<file path="config.mk">
export PLATFORM = sky130hd
export DESIGN_NAME = spectro_frame_receiver
export DESIGN_NICKNAME = d
export VERILOG_FILES = /design/src/rtl/spectro_pkg.sv /design/src/rtl/spectro_shift_capture.sv /design/src/rtl/spectro_frame_receiver.sv
export SDC_FILE = /design/constraint.sdc
export NUM_CORES = 1
export LEC_CHECK = 0
export ABC_AREA = 1
export CORE_MARGIN = 4
export CORE_UTILIZATION = 26
export CTS_CLUSTER_SIZE = 16
export DETAILED_ROUTE_END_ITERATION = 10
export PLACE_DENSITY = 0.56
export SLEW_MARGIN = 40
export SYNTH_ARGS = -nofsm -noshare
export SYNTH_HDL_FRONTEND = slang
export SYNTH_SLANG_ARGS = --single-unit
</file>
<file path="constraint.sdc">
create_clock -name clk -period 1.7 [get_ports clk]
set_input_delay 0.255 -clock clk [delete_from_list [all_inputs] [get_ports clk]]
set_output_delay 0.255 -clock clk [all_outputs]
set_load 0.01 [all_outputs]
</file>
<file path="src/rtl/spectro_pkg.sv">
// Shared constants, timestamp field layout and receiver state encoding for
// the spectrogram readout receiver.
package spectro_pkg;

  localparam int TIME_BITS     = 32;
  localparam int CODE_BITS     = 3;
  localparam int MAX_SAMPLES   = 512;
  localparam int IDX_BITS      = $clog2(MAX_SAMPLES);
  localparam int CNT_BITS      = IDX_BITS + 1;
  localparam int TIME_CNT_BITS = $clog2(TIME_BITS + 1);
  localparam int CODE_CNT_BITS = $clog2(CODE_BITS + 1);

  // Timestamp field layout: day[31:27] hour[26:22] min[21:16] sec[15:10] ms[9:0]
  localparam int TS_MS_LSB   = 0;
  localparam int TS_MS_W     = 10;
  localparam int TS_SEC_LSB  = 10;
  localparam int TS_SEC_W    = 6;
  localparam int TS_MIN_LSB  = 16;
  localparam int TS_MIN_W    = 6;
  localparam int TS_HOUR_LSB = 22;
  localparam int TS_HOUR_W   = 5;
  localparam int TS_DAY_LSB  = 27;
  localparam int TS_DAY_W    = 5;

  typedef enum logic [2:0] {
    IDLE,
    WAIT_T,
    T_SHIFT,
    WAIT_CH,
    C_SHIFT
  } rx_state_t;

endpackage

</file>
<file path="src/rtl/spectro_shift_capture.sv">
// Serial-in word capture: shifts one bit per enabled cycle until WIDTH bits
// are held, then ignores further bits until cleared.
module spectro_shift_capture #(
  parameter int WIDTH     = 3,
  parameter bit MSB_FIRST = 1'b1
) (
  input  logic                         clk,
  input  logic                         reset,
  input  logic                         clear,
  input  logic                         enable,
  input  logic                         bit_in,
  output logic [WIDTH-1:0]             word,
  output logic [$clog2(WIDTH+1)-1:0]   count,
  output logic                         full
);

  localparam int CNT_W = $clog2(WIDTH + 1);

  logic [WIDTH-1:0] shifted;

  // First received bit ends up in the MSB or the LSB depending on bit order
  if (MSB_FIRST) begin : g_msb_first
    assign shifted = {word[WIDTH-2:0], bit_in};
  end else begin : g_lsb_first
    assign shifted = {bit_in, word[WIDTH-1:1]};
  end

  assign full = (count == CNT_W'(WIDTH));

  // Word and bit counter; clear restarts the word, full word holds
  always_ff @(posedge clk) begin
    if (!reset) begin
      word  <= '0;
      count <= '0;
    end else if (clear) begin
      word  <= '0;
      count <= '0;
    end else if (enable && !full) begin
      word  <= shifted;
      count <= count + 1'b1;
    end
  end

endmodule

</file>
<file path="src/rtl/spectro_frame_receiver.sv">
// Deserializes one spectrogram readout frame: a timestamp on lane 0 followed
// by ch1/ch2 energy code pairs, with frame summary and protocol checking.
module spectro_frame_receiver
  import spectro_pkg::*;
#(
  parameter bit MSB_FIRST = 1'b1
) (
  input  logic                 clk,
  input  logic                 reset,
  input  logic [1:0]           serial_in,
  input  logic                 sl_ch,
  input  logic                 sl_time,
  input  logic                 serial_readout,
  input  logic                 sending_data,
  output logic [TIME_BITS-1:0] event_time,
  output logic                 time_valid,
  output logic [CODE_BITS-1:0] sample_ch1,
  output logic [CODE_BITS-1:0] sample_ch2,
  output logic [IDX_BITS-1:0]  sample_idx,
  output logic                 sample_valid,
  output logic                 frame_done,
  output logic [CNT_BITS-1:0]  sample_count,
  output logic                 overflow,
  output logic                 frame_error,
  output logic                 busy
);

  rx_state_t state_reg;
  logic      sd_prev_reg;
  logic [CNT_BITS-1:0] accepted_reg;
  logic      ovf_reg;
  logic      time_pend_reg;
  logic      samp_pend_reg;
  logic [IDX_BITS-1:0] pend_idx_reg;

  logic [TIME_BITS-1:0]     time_word;
  logic [TIME_CNT_BITS-1:0] time_cnt;
  logic                     time_full;
  logic [CODE_BITS-1:0]     code_word [2];
  logic [CODE_CNT_BITS-1:0] code_cnt [2];
  logic [1:0]               code_full;

  logic sd_rise, sd_fall;
  logic in_time_phase, in_code_phase;
  logic time_clear, time_shift, time_last;
  logic code_clear, code_shift, code_last;
  logic frame_abort;
  logic unused_bits;

  // sd_prev_reg resets high so a level already high out of reset is not a rise
  assign sd_rise = sending_data & ~sd_prev_reg;
  assign sd_fall = ~sending_data & sd_prev_reg;

  assign in_time_phase = (state_reg == WAIT_T) || (state_reg == T_SHIFT);
  assign in_code_phase = (state_reg == WAIT_CH) || (state_reg == C_SHIFT);

  // A strobe cycle is a load cycle: it never also takes a bit
  assign time_clear = ((state_reg == IDLE) && sd_rise) ||
                      (in_time_phase && sl_time && !sl_ch && !sd_fall);
  assign time_shift = (state_reg == T_SHIFT) && serial_readout &&
                      !sd_fall && !sl_ch && !sl_time;
  assign time_last  = time_shift && (time_cnt == TIME_CNT_BITS'(TIME_BITS - 1));

  assign code_clear = ((state_reg == IDLE) && sd_rise) ||
                      (in_code_phase && sl_ch && !sl_time && !sd_fall);
  assign code_shift = (state_reg == C_SHIFT) && serial_readout &&
                      !sd_fall && !sl_ch && !sl_time;
  assign code_last  = code_shift && (code_cnt[0] == CODE_CNT_BITS'(CODE_BITS - 1));

  // Closing in WAIT_CH is a normal end of frame; every other violation aborts
  assign frame_abort = (in_time_phase && (sd_fall || sl_ch)) ||
                       ((state_reg == WAIT_CH) && !sd_fall && sl_time) ||
                       ((state_reg == C_SHIFT) && (sd_fall || sl_time));

  assign busy = (state_reg != IDLE);

  assign unused_bits = ^{time_full, code_full, code_cnt[1]};

  spectro_shift_capture #(.WIDTH(TIME_BITS), .MSB_FIRST(MSB_FIRST)) u_time (
    .clk    (clk),
    .reset  (reset),
    .clear  (time_clear),
    .enable (time_shift),
    .bit_in (serial_in[0]),
    .word   (time_word),
    .count  (time_cnt),
    .full   (time_full)
  );

  genvar gi;
  for (gi = 0; gi < 2; gi++) begin : g_code
    spectro_shift_capture #(.WIDTH(CODE_BITS), .MSB_FIRST(MSB_FIRST)) u_code (
      .clk    (clk),
      .reset  (reset),
      .clear  (code_clear),
      .enable (code_shift),
      .bit_in (serial_in[gi]),
      .word   (code_word[gi]),
      .count  (code_cnt[gi]),
      .full   (code_full[gi])
    );
  end

  // Frame FSM, sample accounting and registered outputs (one cycle after the last bit)
  always_ff @(posedge clk) begin
    if (!reset) begin
      state_reg     <= IDLE;
      sd_prev_reg   <= 1'b1;
      accepted_reg  <= '0;
      ovf_reg       <= 1'b0;
      time_pend_reg <= 1'b0;
      samp_pend_reg <= 1'b0;
      pend_idx_reg  <= '0;
      event_time    <= '0;
      time_valid    <= 1'b0;
      sample_ch1    <= '0;
      sample_ch2    <= '0;
      sample_idx    <= '0;
      sample_valid  <= 1'b0;
      frame_done    <= 1'b0;
      sample_count  <= '0;
      overflow      <= 1'b0;
      frame_error   <= 1'b0;
    end else begin
      sd_prev_reg   <= sending_data;
      time_valid    <= 1'b0;
      sample_valid  <= 1'b0;
      frame_done    <= 1'b0;
      frame_error   <= 1'b0;
      time_pend_reg <= 1'b0;
      samp_pend_reg <= 1'b0;

      if (time_pend_reg) begin
        event_time <= time_word;
        time_valid <= 1'b1;
      end
      if (samp_pend_reg) begin
        sample_ch1   <= code_word[0];
        sample_ch2   <= code_word[1];
        sample_idx   <= pend_idx_reg;
        sample_valid <= 1'b1;
      end

      if (frame_abort) begin
        frame_error <= 1'b1;
        state_reg   <= IDLE;
      end else begin
        case (state_reg)
          IDLE: begin
            if (sd_rise) begin
              state_reg    <= WAIT_T;
              accepted_reg <= '0;
              ovf_reg      <= 1'b0;
            end
          end
          WAIT_T: begin
            if (sl_time) state_reg <= T_SHIFT;
          end
          T_SHIFT: begin
            if (time_last) begin
              state_reg     <= WAIT_CH;
              time_pend_reg <= 1'b1;
            end
          end
          WAIT_CH: begin
            if (sd_fall) begin
              frame_done   <= 1'b1;
              sample_count <= accepted_reg;
              overflow     <= ovf_reg;
              state_reg    <= IDLE;
            end else if (sl_ch) begin
              state_reg <= C_SHIFT;
            end
          end
          C_SHIFT: begin
            if (code_last) begin
              state_reg <= WAIT_CH;
              if (accepted_reg < CNT_BITS'(MAX_SAMPLES)) begin
                samp_pend_reg <= 1'b1;
                pend_idx_reg  <= accepted_reg[IDX_BITS-1:0];
                accepted_reg  <= accepted_reg + 1'b1;
              end else begin
                ovf_reg <= 1'b1;
              end
            end
          end
          default: state_reg <= IDLE;
        endcase
      end
    end
  end

endmodule

</file>
=== After elaboration in Yosys (flattened, before gate mapping) ===
Index checks and enable logic that the tools add are counted.

* Memories: 0
* RAM bits: 0
* Bits in read-only memories: 0
* Bits in latches: 0
* Flip-flop bits (word level): 136

* Reductions and logical operators: 52
* Bitwise operators: 10
* Multiplexer cells: 21
* Multiply operators: 0
* Add/sub/neg operators: 4
* Div/mod/pow operators: 0
* Magnitude comparators: 1
* Eq/ne operators: 16
* Shift-type cells: 0

{| class="wikitable"
|+ Operator list
! operator !! number
|-
| 2-to-1 mux 10 bit || 3
|-
| logical AND 1 bit || 24
|-
| case mux 10 bit (2 select lines) || 1
|-
| 2-to-1 mux 3 bit || 6
|-
| case mux 3 bit (5 select lines) || 1
|-
| AND reduction 5 bit || 3
|-
| adder 10 x 1 -> 10 bit (second input constant) || 1
|-
| less-than comparator 10 bit (second input constant) || 1
|-
| inequality test 2 bit (second input constant) || 5
|-
| 2-to-1 mux 1 bit || 9
|-
| logical OR 1 bit || 8
|-
| inverter 1 bit || 8
|-
| adder 6 x 1 -> 6 bit (second input constant) || 1
|-
| equality test 2 bit (second input constant) || 3
|-
| equality test 3 x 2 -> 1 bit (second input constant) || 2
|-
| equality test 6 x 5 -> 1 bit (second input constant) || 1
|-
| equality test 6 bit (second input constant) || 1
|-
| zero test 1 bit || 6
|-
| OR reduction 2 bit || 3
|-
| OR reduction 3 bit || 2
|-
| adder 2 x 1 -> 2 bit (second input constant) || 2
|-
| AND reduction 4 bit || 1
|-
| OR reduction 4 bit || 1
|-
| equality test 3 x 1 -> 1 bit (second input constant) || 1
|-
| other kinds (9) || 10
|}

=== Longest topological paths before layout ===
Gate-level depths: netlist of the first run.

* Depth after elaboration: 9
* Gate-level depth with buffers: 10
* Depth with buffers taken out: 10

=== By module ===
A second synthesis of the first run with hierarchy kept.

* Cell total of the unflattened synthesis: 725
* Area, all modules: 5400.2 um2

{| class="wikitable"
|+ By module, submodules not included
! module !! cells an instance !! seq. area each (um2) !! area each (um2) !! times used
|-
| spectro_frame_receiver || 462 || 1761.7 || 3439.5 || 1
|-
| spectro_shift_capture (u_time) || 193 || 760.7 || 1500.2 || 1
|-
| spectro_shift_capture (g_code[0].u_code ...) || 35 || 100.1 || 230.2 || 2
|}

=== Worst setup path before layout of the first run ===
No wires, ideal clock.

* Path type: register -> register
* From: register u_time.count[0]
* To: register u_time.count[0]
* Period minus slack after synthesis: 1.497 ns
* Buffers on the path: 2
* Data required time: 1.630 ns
* Setup slack: 0.203 ns
* Arrival: 1.427 ns
* Cell stages (with the launch flop): 9
* Library setup time: 0.070 ns
* Path through: dfxtp_1 -> inv_1 -> ha_1 -> nand4_1 -> nand3_2 -> buf_4 -> buf_2 -> nand2_1 -> a21oi_1

* Word-level cells in the longest chain between the ends: 3
* Elaborated cells between the ends (all ways): 4
* Classes of those cells: add/sub: 1; eq/ne: 1; reduce/logical: 2

{| class="wikitable"
|+ RTL lines
! what !! RTL line !! source
|-
| start, declared || spectro_shift_capture.sv:13 || <nowiki>output logic [$clog2(WIDTH+1)-1:0] count,</nowiki>
|-
| start signal, assigned || spectro_shift_capture.sv:40 || <nowiki>count <= count + 1'b1;</nowiki>
|-
| parallel branches: the longest is 3 deep, another holds adder 6 x 1 -> 6 bit || -- ||
|}

Several ways; the timed one is not identified.
A chain may end at the register's enable or synchronous reset.

=== Worst setup path after layout of the first run ===
* From: register state_reg[2]
* To: output busy

* Word-level cells in the longest chain between the ends: 1

{| class="wikitable"
|+ RTL lines
! what !! RTL line !! source
|-
| start, declared || spectro_frame_receiver.sv:28 || <nowiki>rx_state_t state_reg;</nowiki>
|-
| start signal, assigned || spectro_frame_receiver.sv:107 || <nowiki>state_reg <= IDLE;</nowiki>
|-
| start signal, assigned || spectro_frame_receiver.sv:146 || <nowiki>state_reg <= IDLE;</nowiki>
|-
| start signal, assigned || spectro_frame_receiver.sv:151 || <nowiki>state_reg <= WAIT_T;</nowiki>
|-
| nonzero test 3 bit || spectro_frame_receiver.sv:75 || <nowiki>assign busy = (state_reg != IDLE);</nowiki>
|-
| end, declared || spectro_frame_receiver.sv:25 || <nowiki>output logic busy</nowiki>
|}

No other way between the ends.

==> summary.md, run 1 <==
| Metric | Value |
|---|---|
| Core footprint | 20,200 um^2 |
| Setup TNS Final | 0 ns |
| Launch point of the worst reg-to-reg path | state_reg[1] |
| Cells along the critical path | inv_2, nand2_1, dlygate4sd2_1 |
| Share of cells above drive strength 1 | 0.126 |
| Netlist area before placement | 5340 um^2 |
| Total CTS buffers | 17 |
| Hold-fix buffers at CTS | 0 |
| CP delay by family, top | flip-flops |
| Total chip power | 7.77 mW |
| Slowest stage cell, crit path | dfxtp_1 |
| Path depth of the worst reg2reg path | 8 |
| Final Cycle Share | 0.938 |
| Area share of the largest cell type after synthesis | 0.510 |
| Clock Latency Late Sink | 0.42 ns |
| CP bufs+invs | 2 |
| Total track usage | 0.120 |
| Reg power frac | 0.424 |
| CP max FO | 7 |
| Max transition margin | 0.642 |
| Antenna viol nets, final | 0 |
| Synth Register Bits | 136 |
| Design area | 7190 um^2 |
| Net Sw Frac | 0.244 |
| CP max stage delay | 0.41 ns |
| Synth Flop Type | dfxtp_1 |
| Power per cell area | 1080 nW/um^2 |
| Hpwl dp | 8550 um |
| TritonCTS clock tree | built |
| Multi-input logic area | 2210 um^2 |
| Pint | 5.87 mW |
| Status | completed |
| Crit path to | busy |
| Ranking of synthesized cells by area | dfxtp_1 (51%), a21oi_1 (7.6%), nor2_1 (7.0%) |
| P&R area growth vs syn | 34.6% |
| Die span in x | 151 um |
| Post-synth EDFFs | 0 |
| Synth area leader | dfxtp_1 |
| Number of global-route vias before repair | 4,602 |
| Setup crit start kind | flop |
| Post-synthesis sequential area ratio | 0.510 |
| Reg clk slew, reported paths | 0.06 ns |
| Non-filler cells, final | 1,054 |
| FF-to-FF End | u_time.count[3] |
| Wirelength, routed | 13,000 um |
| Most common cell after layout, fill and taps aside | dfxtp_1 |
| Yosys warning count | 0 |
| Global-route wire length before repair | 22,100 um |
| Clock power share | 0.467 |
| DR pass1 iterations | 8 |
| Hold Path Class | in -> reg |
| CTS Root Cell | clkbuf_16 |
| Setup crit start | state_reg[2] |
| Final-report setup violation count | 0 |
| Avg Vias per Cell | 4.42 |
| Largest registers | event_time (32), u_time.word (32) |
| Die area | 22,900 um^2 |
| Peak supply drop | 0.602 mV |
| RSZ-0062 raised after global routing | no |
| Netlist cell types | 35 |
| Gate power share | 0.109 |
| Number of remaining DRC errors | 0 |
| # placed instances | 1,022 |
| Fill cells | 2,083 |
| Tmin final | 1.60 ns |
| Count of clock tree sinks | 136 |
| Share of flip-flops with an asynchronous set or reset | 0 |
| Final antenna diode count | 0 |
| Initial Util | 0.264 |
| Post-DP Area | 6570 um^2 |
| # rows | 52 |
| Worst-Margin Slew | 0.537 ns |
| Overflow after GRT | 0 |
| Pre-CTS setup slack | -0.315 ns |
| Bufs on Longest Clock Path | 2 |
| Max-cap violations | 0 |
| WP depth | 3 |
| Skew final | 0.00809 ns |
| Critical Path RT | 1.44 ns |
| Psw | 1.89 mW |
| Top-Level Pins | 71 |
| Commonest non-fill, non-tap cells in the layout | dfxtp_1 (132), nor2_1 (98), nand2_1 (86) |
| Final Max Tran Viols | 0 |
| Register Area | 2730 um^2 |
| Worst Setup End Kind | output pin |
| Achievable Freq | 0.627 GHz |
| CP Data Arrival Time | 1.34 ns |
| Mapped Cells | 681 |
| # H-tree levels | 4 |
| Lkg Pwr | 2.84 nW |
| GPL Wtd Cong | 0.745 |
| Via count of the routed design | 4,656 |
| Reg2reg setup slack | 0.15 ns |
| Largest net degree at the start of global routing | 61 |
| Iter 0 DRT Violations | 196 |
| Post-Syn Nets | 695 |
| Hold Vio Cnt, Final | 0 |
| PortBufs | 70 |
| Die height | 151 um |
| Syn Area/Cell | 7.84 um^2 |
| Final WS setup | 0.105 ns |
| Initial antenna violation count | 0 |
| Avg WL per Cell | 12.3 um |
| Crit path kind | reg -> out |
| Layout net count | 787 |
[stage by stage]
| step | hold WS, ns | util |
|---|---|---|
| floorplan | 0.386 | - |
| global placement | 0.438 | 0.325 |
| detailed placement | 0.446 | 0.325 |
| CTS | 0.229 | 0.353 |
| global route | 0.254 | 0.355 |
| finish | 0.246 | 0.355 |
[repair_timing]
item	in CTS	in global routing
pin swaps	0	3
setup buffers	0	2
endpoints found under the hold margin	0	0
setup endpoints to repair	1	56
gates resized for setup	1	9
[worst min-delay path by stage]
stage	start	endpoint	slack (ns)	cells past startpoint
floorplan	sending_data	sd_prev_reg	0.39	2
global placement	ovf_reg	overflow	0.44	2
detailed placement	ovf_reg	overflow	0.45	2
CTS	reset	sample_valid	0.23	4
global route	reset	sample_valid	0.25	4
finish	reset	sample_valid	0.25	4
[per-layer routing]
layer	up-vias	GRT usage	part of all wire
li1	2444	-	-
met1	2118	0.155	0.49
met3	16	0.0341	0.040
met4	0	0.0499	0.018
met2	78	0.186	0.45
met5	-	0	0
[power groups by stage]
stage                     clock (mW)  combinational [mW]  sequential (mW)
after floorplan                    0               0.512             3.36
after global placement             0               0.830             3.35
after detailed placement           0               0.832             3.36
after CTS                       3.73               0.824             3.29
after global routing            3.86               0.959             3.30
final                           3.63               0.849             3.29
[final cells by class]
type,count,area share
Multi-Input combinational cell,442,0.308
Clock inverter,7,0.0131
Timing Repair Buffer,113,0.152
Sequential cell,136,0.379
Clock buffer,23,0.0679
Tap cell,270,0.0470
Inverter,63,0.0329
[kinds of logic (layout without fill, tap and decap cells)]
| family | after synthesis | count (layout) | share of synthesized area |
|---|---|---|---|
| DFF | 136 | 136 | 0.510 |
| AOI/OAI and AO/OA | 168 | 168 | 0.164 |
| and+or+nand+nor | 266 | 266 | 0.229 |
| adders and majority gates | 6 | 6 | 0.0141 |
| buffers and inverters | 103 | 206 | 0.0801 |
| xor gates and xnor gates | 2 | 2 | 0.00328 |
[synthesized netlist by cell type, types with 2 or more instances]
cell      count
ha_1          6
clkbuf_1     22
inv_2         3
buf_1         4
xor2_1        2
a211oi_1      6
nor3_1        4
nor2_2        3
nand4_1      42
inv_1        60
nor3_4        2
a21oi_1      81
dfxtp_1     136
nand3_1      16
buf_2         9
nor2_1       99
nor3b_2       2
o21ai_0      74
buf_6         3
nand3_2       2
nand2_2       3
buf_4         2
nand2_1      87
o211ai_1      2
[tightest hold or removal path: cells and delay by family]
kind | cells | cell delay (ns)
and+or+nand+nor | 1 | 0.06
buffers and inverters | 3 | 0.32
Power figures use the tool's default switching activity.
==> run 2: changes to the inputs <==
--- a/config.mk
+++ b/config.mk
@@ -6,11 +6,14 @@
 export NUM_CORES = 1
 export LEC_CHECK = 0
 export ABC_AREA = 1
+export CELL_PAD_IN_SITES_DETAIL_PLACEMENT = 1
+export CELL_PAD_IN_SITES_GLOBAL_PLACEMENT = 2
 export CORE_MARGIN = 4
 export CORE_UTILIZATION = 26
 export CTS_CLUSTER_SIZE = 16
 export DETAILED_ROUTE_END_ITERATION = 10
-export PLACE_DENSITY = 0.56
+export MAX_ROUTING_LAYER = met4
+export PLACE_DENSITY = 0.78
 export SLEW_MARGIN = 40
 export SYNTH_ARGS = -nofsm -noshare
 export SYNTH_HDL_FRONTEND = slang
==> summary.md, run 2 (synthesis results as in run 1) <==
| Metric | Value |
|---|---|
| Final WS setup | 0.0870 ns (-0.0180 ns) |
| Pint | 5.93 mW (+1.1%) |
| Core Util, Final | 0.357 (+0.00192) |
| GPL Wtd Cong | 0.774 (+3.9%) |
| Status | completed |
| Hold endpoint | g_code[0].u_code.count[0] |
| Avg Vias per Cell | 4.56 (+3.3%) |
| Core footprint | 20,200 um^2 (unchanged) |
| Hold Path Class | in -> reg |
| Initial Util | 0.264 (unchanged) |
| Layout net count | 795 (+1.0%) |
| Critical Path RT | 2.05 ns (+0.61 ns) |
| Launch point of the worst reg-to-reg path | state_reg[1] |
| Final antenna diode count | 0 (unchanged) |
| Reg clk slew, reported paths | 0.06 ns (about the same) |
| Avg WL per Cell | 13.7 um (+11%) |
| Psw | 2.01 mW (+6.1%) |
| Max-cap violations | 0 (unchanged) |
| Total track usage | 0.138 (+0.0187) |
| Wirelength, routed | 14,600 um (+12%) |
| Bufs on Longest Clock Path | 2 (unchanged) |
| Worst Setup End Kind | flop |
| Fill cells | 2,433 (+17%) |
| Number of remaining DRC errors | 0 (unchanged) |
| Overflow after GRT | 0 (unchanged) |
| CTS Root Cell | clkbuf_16 |
| Min-delay src | reset |
| CP max FO | 5 (-2) |
| Max transition margin | 0.739 (+0.0971) |
| Reg power frac | 0.413 (-0.011) |
| Hold-fix buffers at CTS | 0 (unchanged) |
| Largest net degree at the start of global routing | 45 (-26%) |
| Skew final | 0.0106 ns (+0.00251 ns) |
| Global-route wire length before repair | 24,600 um (+11%) |
| Peak supply drop | 0.754 mV (+25%) |
| DR pass1 iterations | 5 (-3) |
| Final Cycle Share | 0.949 (+0.0106) |
| Die span in x | 151 um (unchanged) |
| Via count of the routed design | 4,855 (+4.3%) |
| Hold Vio Cnt, Final | 0 (unchanged) |
| Initial antenna violation count | 0 (unchanged) |
| Total CTS buffers | 17 (unchanged) |
| Share of cells above drive strength 1 | 0.136 (+0.00974) |
| TritonCTS clock tree | built |
| Power per cell area | 1100 nW/um^2 (+1.7%) |
| Count of clock tree sinks | 136 (unchanged) |
| Gate power share | 0.115 (+0.006) |
| Top-Level Pins | 71 (unchanged) |
| PortBufs | 70 (unchanged) |
| P&R area growth vs syn | 35.3% |
| Die area | 22,900 um^2 (unchanged) |
| Slowest stage cell, crit path | clkdlybuf4s50_1 |
| Worst path most repeated cell | buf_4 |
| Tmin final | 1.61 ns (+0.0180 ns) |
| Final-report setup violation count | 0 (unchanged) |
| Reg2reg setup slack | 0.09 ns (-0.06 ns) |
| Crit path kind | in -> reg |
| Pre-CTS setup slack | -0.360 ns (-0.0445 ns) |
| Number of global-route vias before repair | 4,900 (+6.5%) |
| Die height | 151 um (unchanged) |
| Hpwl dp | 9900 um (+16%) |
| FF-to-FF End | time_pend_reg |
| Iter 0 DRT Violations | 234 (+19%) |
| # H-tree levels | 4 (unchanged) |
| Lkg Pwr | 2.87 nW (+1.1%) |
| Achievable Freq | 0.620 GHz (-1.1%) |
| Fin Hold WS | 0.308 ns (+0.0621 ns) |
| Most common cell after layout, fill and taps aside | dfxtp_1 |
| Antenna viol nets, final | 0 (unchanged) |
| Total chip power | 7.94 mW (+2.3%) |
| CP max stage delay | 0.45 ns (+0.04 ns) |
| Clock power share | 0.472 (+0.005) |
| Worst-Margin Slew | 0.391 ns (-0.146 ns) |
| Path depth of the worst reg2reg path | 7 (-1) |
| Clock Latency Late Sink | 0.42 ns (about the same) |
| Net Sw Frac | 0.253 (+0.00918) |
| Largest registers | event_time (32), u_time.word (32) |
| Cell count of the worst hold path | 5 (+1) |
| CP Data Arrival Time | 1.96 ns (+0.62 ns) |
| Cells along the critical path | clkdlybuf4s50_1, inv_1, nor2_2, nand3_2, nor3_4, buf_4, buf_4, nand4_1, a21oi_1 |
| # rows | 52 (unchanged) |
| Commonest non-fill, non-tap cells in the layout | dfxtp_1 (134), nor2_1 (97), nand2_1 (86) |
| Setup crit start kind | input port |
| Final Max Tran Viols | 0 (unchanged) |
==> run 2: cell count changes in the layout (fill, tap and decap cells not counted), moves of 2 or more <==
cell	previous run	this run
dfxtp_2	4	2
clkinv_2	2	5
o21ai_0	74	70
clkbuf_8	4	1
buf_12	6	4
clkinvlp_4	2	4
buf_4	37	46
dfxtp_1	132	134
o21ai_1	0	4
==> run 2: critical path, delay by kind of cell <==
family	cells	cell delay, ns
simple gates	4	0.79
buf+inv	4	0.75
compound gates	1	0.15
==> run 2: worst max-delay path by stage <==
stage               startpoint               to  slack [ns]  cells past startpoint
2_1_floorplan  u_time.count[0]  u_time.count[0]        0.20                      8
3_3_place_gp    serial_readout  pend_idx_reg[3]       -0.31                      8
3_5_place_dp    serial_readout  accepted_reg[5]       -0.36                     11
4_1_cts           state_reg[1]  u_time.word[10]        0.03                      8
5_1_grt        accepted_reg[1]  accepted_reg[8]      -0.007                      7
6_report        serial_readout  accepted_reg[3]        0.09                      9
==> run 2: final cells by class <==
type / instances / area, um^2 / share of cell area
Multi-Input combinational cell: 442 / 2200 / 0.305
Tap cell: 270 / 338 / 0.0467
Clock inverter: 13 / 154 / 0.0213
Clock buffer: 19 / 443 / 0.0613
Timing Repair Buffer: 121 / 1130 / 0.156
Inverter: 63 / 236 / 0.0327
Sequential cell: 136 / 2730 / 0.377
==> run 2: what timing repair did <==
item / CTS / global route
gates resized for setup: 2 / 9
setup buffers: 0 / 3
pin swaps: 0 / 3
endpoints found under the setup margin: 1 / 58
==> run 2: per-layer routing <==
layer / part of all wire / vias up / track usage
met5: 0 / - / -
met4: 0.0078 / 0 / 0.0476
met3: 0.032 / 13 / 0.0329
met2: 0.46 / 75 / 0.214
met1: 0.50 / 2304 / 0.178
li1: - / 2463 / -
==> run 2: power groups by stage <==
stage	combinational [mW]	clock [mW]	sequential, mW
2_1_floorplan	0.512	0	3.36
3_3_place_gp	0.908	0	3.35
3_5_place_dp	0.912	0	3.35
4_1_cts	0.908	3.85	3.28
5_1_grt	1.02	4.01	3.29
6_report	0.914	3.75	3.28
==> run 2: per-stage QoR <==
stage,cell area [um^2],TNS (ns),instances
2_1_floorplan,5340,0,681
3_3_place_gp,6600,-19.16,1029
3_5_place_dp,6600,-20.09,1029
4_1_cts,7190,0,1061
5_1_grt,7230,-0.00736,1064
6_report,7230,0,1064
==> run 3: changes to the inputs <==
--- a/config.mk
+++ b/config.mk
@@ -8,13 +8,12 @@
 export ABC_AREA = 1
 export CELL_PAD_IN_SITES_DETAIL_PLACEMENT = 1
 export CELL_PAD_IN_SITES_GLOBAL_PLACEMENT = 2
-export CORE_MARGIN = 4
 export CORE_UTILIZATION = 26
 export CTS_CLUSTER_SIZE = 16
 export DETAILED_ROUTE_END_ITERATION = 10
 export MAX_ROUTING_LAYER = met4
 export PLACE_DENSITY = 0.78
-export SLEW_MARGIN = 40
+export SLEW_MARGIN = 10
 export SYNTH_ARGS = -nofsm -noshare
 export SYNTH_HDL_FRONTEND = slang
 export SYNTH_SLANG_ARGS = --single-unit
==> summary.md, run 3 (synthesis results as in run 1) <==
| Metric | Value |
|---|---|
| Status | completed |
| Final-report setup violation count | 0 (unchanged) |
| Register Area | 2730 um^2 (+0.14%) |
| Final Max Tran Viols | 0 (unchanged) |
| Top-Level Pins | 71 (unchanged) |
| CP max stage delay | 0.36 ns (-0.09 ns) |
| Reg2reg setup slack | 0.17 ns (+0.08 ns) |
| PortBufs | 70 (unchanged) |
| Layout net count | 790 (-0.63%) |
| RSZ-0062 raised after global routing | no |
| Slowest stage cell, crit path | dfxtp_2 |
| Non-filler cells, final | 1,059 (-0.47%) |
| TritonCTS clock tree | built |
| Fin Hold WS | 0.289 ns (-0.0193 ns) |
| Peak supply drop | 0.762 mV (+1.1%) |
| Tmin final | 1.59 ns (-0.0207 ns) |
| Number of global-route vias before repair | 4,794 (-2.2%) |
| Power per cell area | 1090 nW/um^2 (-0.65%) |
| Avg WL per Cell | 13.3 um (-3.2%) |
| # placed instances | 1,027 (-0.19%) |
| Final antenna diode count | 0 (unchanged) |
| Worst-Margin Slew | 0.405 ns (+0.0134 ns) |
| Global-route wire length before repair | 24,000 um (-2.4%) |
| Multi-input logic area | 2200 um^2 (+0.11%) |
| Avg Vias per Cell | 4.54 (-0.54%) |
| Hold Vio Cnt, Final | 0 (unchanged) |
| CTS Root Cell | clkbuf_16 |
| Total chip power | 7.86 mW (-1.1%) |
| # H-tree levels | 4 (unchanged) |
| Die area | 21,100 um^2 (-7.8%) |
| # rows | 52 (unchanged) |
| Via count of the routed design | 4,806 (-1.0%) |
| Wirelength, routed | 14,000 um (-3.7%) |
| Initial antenna violation count | 0 (unchanged) |
| Commonest non-fill, non-tap cells in the layout | dfxtp_1 (131), nor2_1 (98), nand2_1 (86) |
| Lkg Pwr | 2.84 nW (-1.2%) |
| Hpwl dp | 9710 um (-1.9%) |
| Share of cells above drive strength 1 | 0.136 (-0.000405) |
| Bufs on Longest Clock Path | 2 (unchanged) |
| Critical Path RT | 1.44 ns (-0.61 ns) |
| CP bufs+invs | 1 (-3) |
| Final Cycle Share | 0.937 (-0.0122) |
| CP max FO | 5 (unchanged) |
| CP Data Arrival Time | 1.34 ns (-0.62 ns) |
| Largest net degree at the start of global routing | 46 (+2.2%) |
| Setup crit start kind | flop |
| GPL Wtd Cong | 0.753 (-2.8%) |
| Cells along the critical path | nor2_4, nand2_1, dlygate4sd2_1 |
| Die span in x | 145 um (-4.0%) |
| Reg clk slew, reported paths | 0.06 ns (about the same) |
| Clock Latency Late Sink | 0.42 ns (about the same) |
| Number of remaining DRC errors | 0 (unchanged) |
| Iter 0 DRT Violations | 223 (-4.7%) |
| Max-cap violations | 0 (unchanged) |
| Overflow after GRT | 0 (unchanged) |
| Crit path kind | reg -> out |
| Worst Setup End Kind | output pin |
| Die height | 145 um (-4.0%) |
| Core footprint | 20,200 um^2 (-0.32%) |
| Skew final | 0.00866 ns (-0.00193 ns) |
| CP delay by family, top | flip-flops |
| Max transition margin | 0.727 (-0.0118) |
| Total CTS buffers | 17 (unchanged) |
| Total track usage | 0.143 (+0.00497) |
| DR pass1 iterations | 4 (-1) |
| Most common cell after layout, fill and taps aside | dfxtp_1 |
| Largest registers | event_time (32), u_time.word (32) |
| Antenna viol nets, final | 0 (unchanged) |
| Setup Buffers After CTS | 0 (unchanged) |
| Hold Path Class | in -> reg |
| Count of clock tree sinks | 136 (unchanged) |
| Initial Util | 0.265 (+0.000852) |
| Fill cells | 2,451 (+0.74%) |
| Achievable Freq | 0.628 GHz (+1.3%) |
| Post-DP Area | 6600 um^2 (about the same) |
| Design area | 7200 um^2 (-0.43%) |
| P&R area growth vs syn | 34.8% |
## run 3: final timing paths
| path | startpoint | to | cells after the start |
|---|---|---|---|
| worst min register to register | pend_idx_reg[2] | pend_idx_reg[2] | 2 |
| worst max register to register | state_reg[0] | pend_idx_reg[1] | 6 |
| worst min-delay path | reset | ovf_reg | 4 |
| worst max-delay path | state_reg[0] | busy | 3 |
## run 3: timing repair
item,in CTS,in global routing
endpoints found under the setup margin,1,59
resized for setup,3,8
pin swaps,0,1
cloned,0,0
hold buffers,0,0
## run 3: report_power, final
group	leakage [nW]	internal (mW)	switching (mW)
Combinational	1.46	0.345	0.545
Clock	0.279	2.20	1.47
Sequential	1.10	3.24	0.0455
Total	2.84	5.79	2.07
## run 3: layout make-up
type	instances	area share
clock inverter	14	0.0207
multi-input combinational	442	0.306
inverter	63	0.0329
clock buffer	18	0.0610
tap	270	0.0469
sequential	136	0.379
timing repair buffer	116	0.153
## run 3: worst register-to-register path, stage by stage, from the launching register on
cell and delay, ns:
dfxtp_2 0.36, nor2_4 0.17, nand2_2 0.13, nor3_4 0.31, nand2_4 0.16, o21ai_0 0.23, a21oi_1 0.06
## run 3: routing by layer
layer | vias up | GRT usage | part of all wire
met2 | 69 | 0.218 | 0.46
met4 | 0 | 0.0474 | 0.0078
met5 | - | - | 0
li1 | 2453 | - | -
met1 | 2272 | 0.189 | 0.50
met3 | 12 | 0.0301 | 0.031
## run 3: per-stage QoR
step,utilization,TNS (ns),setup WS [ns]
6_report,0.357,0,0.108
5_1_grt,0.357,0,0.0221
4_1_cts,0.356,0,0.0465
3_5_place_dp,0.327,-19.28,-0.363
3_3_place_gp,0.327,-16.66,-0.361
2_1_floorplan,-,0,0.203
